**config.mk**
```make
export PLATFORM = sky130hd
export DESIGN_NAME = pipe_ctrl_s
export DESIGN_NICKNAME = d
export VERILOG_FILES = /design/src/rtl/pipe_pkg.sv /design/src/rtl/sat_counter_s.sv /design/src/rtl/pipe_ctrl_s.sv
export SDC_FILE = /design/constraint.sdc
export NUM_CORES = 1
export LEC_CHECK = 0
export CAP_MARGIN = 5
export CORE_MARGIN = 2
export CORE_UTILIZATION = 52
export CTS_CLUSTER_DIAMETER = 40
export CTS_CLUSTER_SIZE = 16
export DETAILED_ROUTE_END_ITERATION = 10
export PLACE_DENSITY = 0.87
export SLEW_MARGIN = 0
export SYNTH_ARGS = -nofsm -noshare
export SYNTH_HDL_FRONTEND = slang
export SYNTH_SLANG_ARGS = --single-unit
```
**constraint.sdc**
```tcl
create_clock -name clk -period 3.3 [get_ports clk]
set_input_delay 0.66 -clock clk [delete_from_list [all_inputs] [get_ports clk]]
set_output_delay 0.66 -clock clk [all_outputs]
set_load 0.02 [all_outputs]
```
**src/rtl/pipe_pkg.sv**
```systemverilog
// Shared types for the 5-stage pipeline sequencer: FSM state encoding and
// the per-register enable/flush bundle.
package pipe_pkg;

   typedef enum logic [1:0] {
      RUN      = 2'd0,
      FLUSH    = 2'd1,
      MEM_WAIT = 2'd2,
      ERR      = 2'd3
   } pipe_state_t;

   localparam int FLUSH_CNT_W = 3;

   typedef struct packed {
      logic pc_en;
      logic ifid_en;
      logic ifid_flush;
      logic idex_en;
      logic idex_flush;
      logic exmem_en;
      logic memwb_flush;
   } pipe_ctl_t;

   localparam pipe_ctl_t CTL_RUN = '{pc_en: 1'b1, ifid_en: 1'b1, ifid_flush: 1'b0,
                                     idex_en: 1'b1, idex_flush: 1'b0, exmem_en: 1'b1,
                                     memwb_flush: 1'b0};

   // Whole pipe frozen; only MEM/WB drains a bubble.
   localparam pipe_ctl_t CTL_FREEZE = '{pc_en: 1'b0, ifid_en: 1'b0, ifid_flush: 1'b0,
                                        idex_en: 1'b0, idex_flush: 1'b0, exmem_en: 1'b0,
                                        memwb_flush: 1'b1};

   localparam pipe_ctl_t CTL_KILL = '{pc_en: 1'b0, ifid_en: 1'b0, ifid_flush: 1'b1,
                                      idex_en: 1'b0, idex_flush: 1'b1, exmem_en: 1'b0,
                                      memwb_flush: 1'b1};

endpackage

```
**src/rtl/sat_counter_s.sv**
```systemverilog
// Saturating up-counter with synchronous clear; holds at all-ones.
module sat_counter_s #(
   parameter int W = 8
) (
   input  logic         clk,
   input  logic         rst,
   input  logic         clr,
   input  logic         inc,
   output logic [W-1:0] q
);

   always_ff @(posedge clk) begin
      if (rst || clr)
         q <= '0;
      else if (inc && (q != {W{1'b1}}))
         q <= q + W'(1);
   end

endmodule

```
**src/rtl/pipe_ctrl_s.sv**
```systemverilog
// Pipeline sequencer: prioritises mem stall > redirect > load-use and runs a
// memory watchdog. Perf counters are built when PIPE_CTRL_PERF_EN is defined.
module pipe_ctrl_s
   import pipe_pkg::*;
#(
   parameter int FLUSH_CYCLES = 1,
   parameter int MEM_WAIT_MAX = 15,
   parameter int CNT_W        = 32
) (
   input  logic       clk,
   input  logic       rst,
   input  logic       hdu_stall,
   input  logic       ex_redirect,
   input  logic       mem_req,
   input  logic       mem_ready,
   output logic       pc_en,
   output logic       ifid_en,
   output logic       ifid_flush,
   output logic       idex_en,
   output logic       idex_flush,
   output logic       exmem_en,
   output logic       memwb_flush,
   output logic [1:0] state_o,
   output logic       timeout_err
`ifdef PIPE_CTRL_PERF_EN
  ,output logic [CNT_W-1:0] stall_cnt,
   output logic [CNT_W-1:0] flush_cnt,
   output logic [CNT_W-1:0] memwait_cnt
`endif
);

   localparam int WAIT_LOG = $clog2(MEM_WAIT_MAX + 1);
   localparam int WAIT_W   = (WAIT_LOG < 1) ? 1 : WAIT_LOG;
   localparam logic [FLUSH_CNT_W-1:0] FLUSH_RELOAD = FLUSH_CNT_W'(FLUSH_CYCLES - 1);
   // Compared against the pre-increment count, so the error fires on the
   // MEM_WAIT_MAX-th consecutive frozen cycle.
   localparam logic [WAIT_W-1:0] WAIT_LIM =
      WAIT_W'((MEM_WAIT_MAX > 0) ? MEM_WAIT_MAX - 1 : 0);

   pipe_state_t            state, state_n, mode;
   logic [FLUSH_CNT_W-1:0] fcnt, fcnt_n;
   logic                   resume, resume_n;
   logic                   frozen;
   logic                   mem_stall;
   logic [WAIT_W-1:0]      wcnt;
   pipe_ctl_t              ctl;

   assign mem_stall = mem_req & ~mem_ready;

   always_comb begin
      ctl      = CTL_RUN;
      state_n  = state;
      fcnt_n   = fcnt;
      resume_n = resume;
      frozen   = 1'b0;
      mode     = state;
      if (state == MEM_WAIT) begin
         if (!mem_ready) begin
            frozen = 1'b1;
            ctl    = CTL_FREEZE;
            if ((MEM_WAIT_MAX != 0) && (wcnt >= WAIT_LIM))
               state_n = ERR;
         end else begin
            mode = resume ? FLUSH : RUN;
         end
      end
      case (mode)
         RUN: begin
            state_n = RUN;
            if (mem_stall) begin
               frozen   = 1'b1;
               ctl      = CTL_FREEZE;
               state_n  = MEM_WAIT;
               resume_n = 1'b0;
            end else if (ex_redirect) begin
               ctl.ifid_flush = 1'b1;
               ctl.idex_flush = 1'b1;
               if (FLUSH_CYCLES > 1) begin
                  state_n = FLUSH;
                  fcnt_n  = FLUSH_RELOAD;
               end
            end else if (hdu_stall) begin
               ctl.pc_en      = 1'b0;
               ctl.ifid_en    = 1'b0;
               ctl.idex_flush = 1'b1;
            end
         end
         FLUSH: begin
            if (mem_stall) begin
               frozen   = 1'b1;
               ctl      = CTL_FREEZE;
               state_n  = MEM_WAIT;
               resume_n = 1'b1;
            end else begin
               ctl.ifid_flush = 1'b1;
               ctl.idex_flush = ex_redirect;
               if (ex_redirect) begin
                  state_n = FLUSH;
                  fcnt_n  = FLUSH_RELOAD;
               end else if (fcnt <= FLUSH_CNT_W'(1)) begin
                  state_n = RUN;
                  fcnt_n  = '0;
               end else begin
                  state_n = FLUSH;
                  fcnt_n  = fcnt - FLUSH_CNT_W'(1);
               end
            end
         end
         ERR:     ctl = CTL_KILL;
         default: ;
      endcase
      if (rst)
         ctl = CTL_KILL;
   end

   always_ff @(posedge clk) begin
      if (rst) begin
         state       <= RUN;
         fcnt        <= '0;
         resume      <= 1'b0;
         timeout_err <= 1'b0;
      end else begin
         state  <= state_n;
         fcnt   <= fcnt_n;
         resume <= resume_n;
         if (state_n == ERR)
            timeout_err <= 1'b1;
      end
   end

   sat_counter_s #(.W(WAIT_W)) u_wait (
      .clk (clk),
      .rst (rst),
      .clr (~frozen),
      .inc (frozen),
      .q   (wcnt)
   );

   assign {pc_en, ifid_en, ifid_flush, idex_en, idex_flush, exmem_en, memwb_flush} = ctl;
   assign state_o = state;

`ifdef PIPE_CTRL_PERF_EN
   // A load-use bubble is the only decode with pc held, no NOP in IF/ID and a bubble in ID/EX.
   logic lu_bubble;
   assign lu_bubble = ~ctl.pc_en & ~ctl.ifid_flush & ctl.idex_flush;

   sat_counter_s #(.W(CNT_W)) u_stall_cnt (
      .clk (clk), .rst (rst), .clr (1'b0), .inc (lu_bubble), .q (stall_cnt)
   );
   sat_counter_s #(.W(CNT_W)) u_flush_cnt (
      .clk (clk), .rst (rst), .clr (1'b0),
      .inc (ctl.ifid_flush & (state != ERR)), .q (flush_cnt)
   );
   sat_counter_s #(.W(CNT_W)) u_memwait_cnt (
      .clk (clk), .rst (rst), .clr (1'b0),
      .inc ((state == MEM_WAIT) & ~mem_ready), .q (memwait_cnt)
   );
`endif

endmodule

```
==> impl_metrics.toml <==
[power_and_ir_drop]
pwr-share-seq = 0.470
p_leak_nw = 0.369
power.total_mw = 0.293
intPower_mw = 0.210
pwr-share-comb = 0.199
switching_power_mw = 0.0833
switching_share = 0.284
clockPowerShare = 0.331
irDropWorstVdd_mv = 0.309
p_per_area_nw_per_um2 = 313

[floorplan]
fp-row-count = 13
dieArea_um2 = 1750
core_region_area_um2 = 1320
die_w_um = 41.8
start_util = 0.563
fp.dieH_um = 41.8
io_pins = 16

[global_route]
overflow = 0
grt_max_degree = 14
grt_pass1_wl_um = 2870
grt_use_total = 0.216
first_global_vias = 665
antenna_found_initial = 0

[placement]
dpl.hpwl_um = 1290
gp_congestion = 0.803
io_buffers = 15
placed_area_um2 = 907
dpl.cell_count = 117
dpl_worst_slack_ns = 0.0938

[clock_network]
cts_buffers = 3
cts_tree = "built"
path_clk_slew_ns = 0.07
insertion_delay_ns = 0.28
cts_buffer_depth = 2
cts_max_level = 1
postCtsSetupBuffers = 0
clockRootBuffer = "clkbuf_4"
cts_sinks = 11

[hold_path]
hp-class = "reg -> reg"
hp-start = "fcnt[1]$_SDFFE_PP0P_"

[sta]
fin_skew_ns = 0.00777
tns_ns = 0
worst_slew_pin_slew_ns = 0.437
rsz0062_at_grt = "no"
setup_viol = 0
timing.hold.ws_ns = 0.492
fin_crit_sh = 0.946
worst_slack_ns = 0.177
relSlewSlack = 0.708
fmax_ghz = 0.320
period_needed_ns = 3.12
drv_slew = 0
hold_viol_final = 0

[run_status]
status = "finished clean"

[route]
vias = 688
wl_um = 1680
first_pass_iters = 4
route.detailed.wl_per_inst_um = 13.9
vias_per_cell = 5.69
ant_nets = 0
drc = 0
drt-initial-drc-count = 14

[synth]
ys_seq_area_frac = 0.297
synth_area_um2 = 742
yosys_register_bits = 11
netlist_instances = 88
synth_cell_types = 37
avgSynthCellArea_um2 = 8.43
yosysWarnings = 0
synth_fp_nets = 98

[worst_setup_path]
reg2reg_from = "state_o[1]$_SDFF_PP0_"
cp_data_required_time_ns = 2.64
setup.worst_path.start_class = "input pin"
cp-end-kind = "primary output"
critPathMaxFanout = 6
worstSetupPathType = "in -> out"
cp-startpoint = "mem_ready"
cp.arrival_ns = 2.46

[flow_run]
cap_violations = 0

[cells_and_area]
stdcell_area_um2 = 938
final_core_util = 0.712
syn2layout_area_growth_pct = 26.5
num-fill-cells = 101
seq_area_um2 = 220
layout_common_cells = "clkdlybuf4s50_1, dfxtp_1, nor2_1"
fin_nets = 117
fin_cells = 121
multi_input_area_um2 = 465
layout_commonest_cell = "clkdlybuf4s50_1"
antennaDiodeCount = 0
layout-drive-gt1-share = 0.208
==> path summary, 6_finish.rpt <==
| path | cells past startpoint | slack [ns] | to |
|---|---|---|---|
| setup / recovery | 6 | 0.18 | idex_flush |
| hold / removal | 2 | 0.49 | fcnt[1]$_SDFFE_PP0P_ |
| setup reg to reg | 4 | 1.94 | timeout_err$_SDFFE_PP0N_ |
| hold reg to reg | 2 | 0.49 | fcnt[1]$_SDFFE_PP0P_ |
==> flip-flops by register name (all words and copies together) (netlist names) <==
name         flops
state_o          2
resume           1
u_wait.q         4
fcnt             3
timeout_err      1
==> kinds of logic (layout without fill, tap and decap cells) <==
family / Yosys count / count (layout) / share of synthesized area
AOI/OAI and AO/OA: 28 / 28 / 0.290
xor gates and xnor gates: 1 / 1 / 0.0118
adders and majority gates: 4 / 4 / 0.0675
buffers and inverters: 12 / 30 / 0.0759
DFF: 11 / 11 / 0.297
muxes: 1 / 1 / 0.0135
and+or+nand+nor: 31 / 31 / 0.245
==> synth_stat cells (all sizes together) <==
cell type / count / share of area
or3: 2 / 0.024
nand2b: 6 / 0.057
xnor2: 1 / 0.012
clkbuf: 2 / 0.015
nor2b: 1 / 0.012
a21oi: 9 / 0.066
o22a: 1 / 0.013
a211oi: 1 / 0.017
nand3b: 1 / 0.010
nand2: 4 / 0.024
nor3: 2 / 0.027
o21ai: 3 / 0.020
a2bb2oi: 1 / 0.020
nor3b: 1 / 0.010
a21o: 3 / 0.030
ha: 4 / 0.067
o21bai: 1 / 0.010
nand4: 1 / 0.0084
nor2: 9 / 0.046
a31oi: 5 / 0.051
buf: 2 / 0.020
inv: 8 / 0.040
dfxtp: 11 / 0.30
mux2i: 1 / 0.013
nand3: 4 / 0.027
o31ai: 2 / 0.027
o22ai: 2 / 0.035
==> critical path, cell delays in order <==
cell and delay (ns):
clkdlybuf4s50_1 0.60, nand2b_2 0.15, a21o_1 0.21, o21ai_1 0.13, a21o_1 0.12, clkdlybuf4s50_1 0.60
==> layer usage <==
metal	global-route usage	routed length, um	vias up
met2	0.366	836	6
met3	0.0870	58	2
met1	0.248	769	332
met4	0.0645	16	0
li1	-	-	348
met5	0	0	-
==> power groups by stage <==
stage	Combinational, mW	Sequential, mW	Clock, mW
final	0.0585	0.138	0.0971
after global routing	0.0626	0.138	0.104
after floorplan	0.0341	0.140	0
after CTS	0.0592	0.138	0.0961
after detailed placement	0.0589	0.141	0
after global placement	0.0578	0.141	0
==> what timing repair did <==
item | CTS | global route
gates resized for setup | 0 | 2
hold buffers | 0 | 0
setup endpoints to repair | 0 | 2
==> layout make-up <==
cell class,instances,share of cell area
flip-flops and latches,11,0.235
clock buffers,4,0.0280
well taps,15,0.0200
inverters,8,0.0320
multi-input cells,65,0.496
repair buffers,18,0.189
Power figures use the tool's default switching activity.
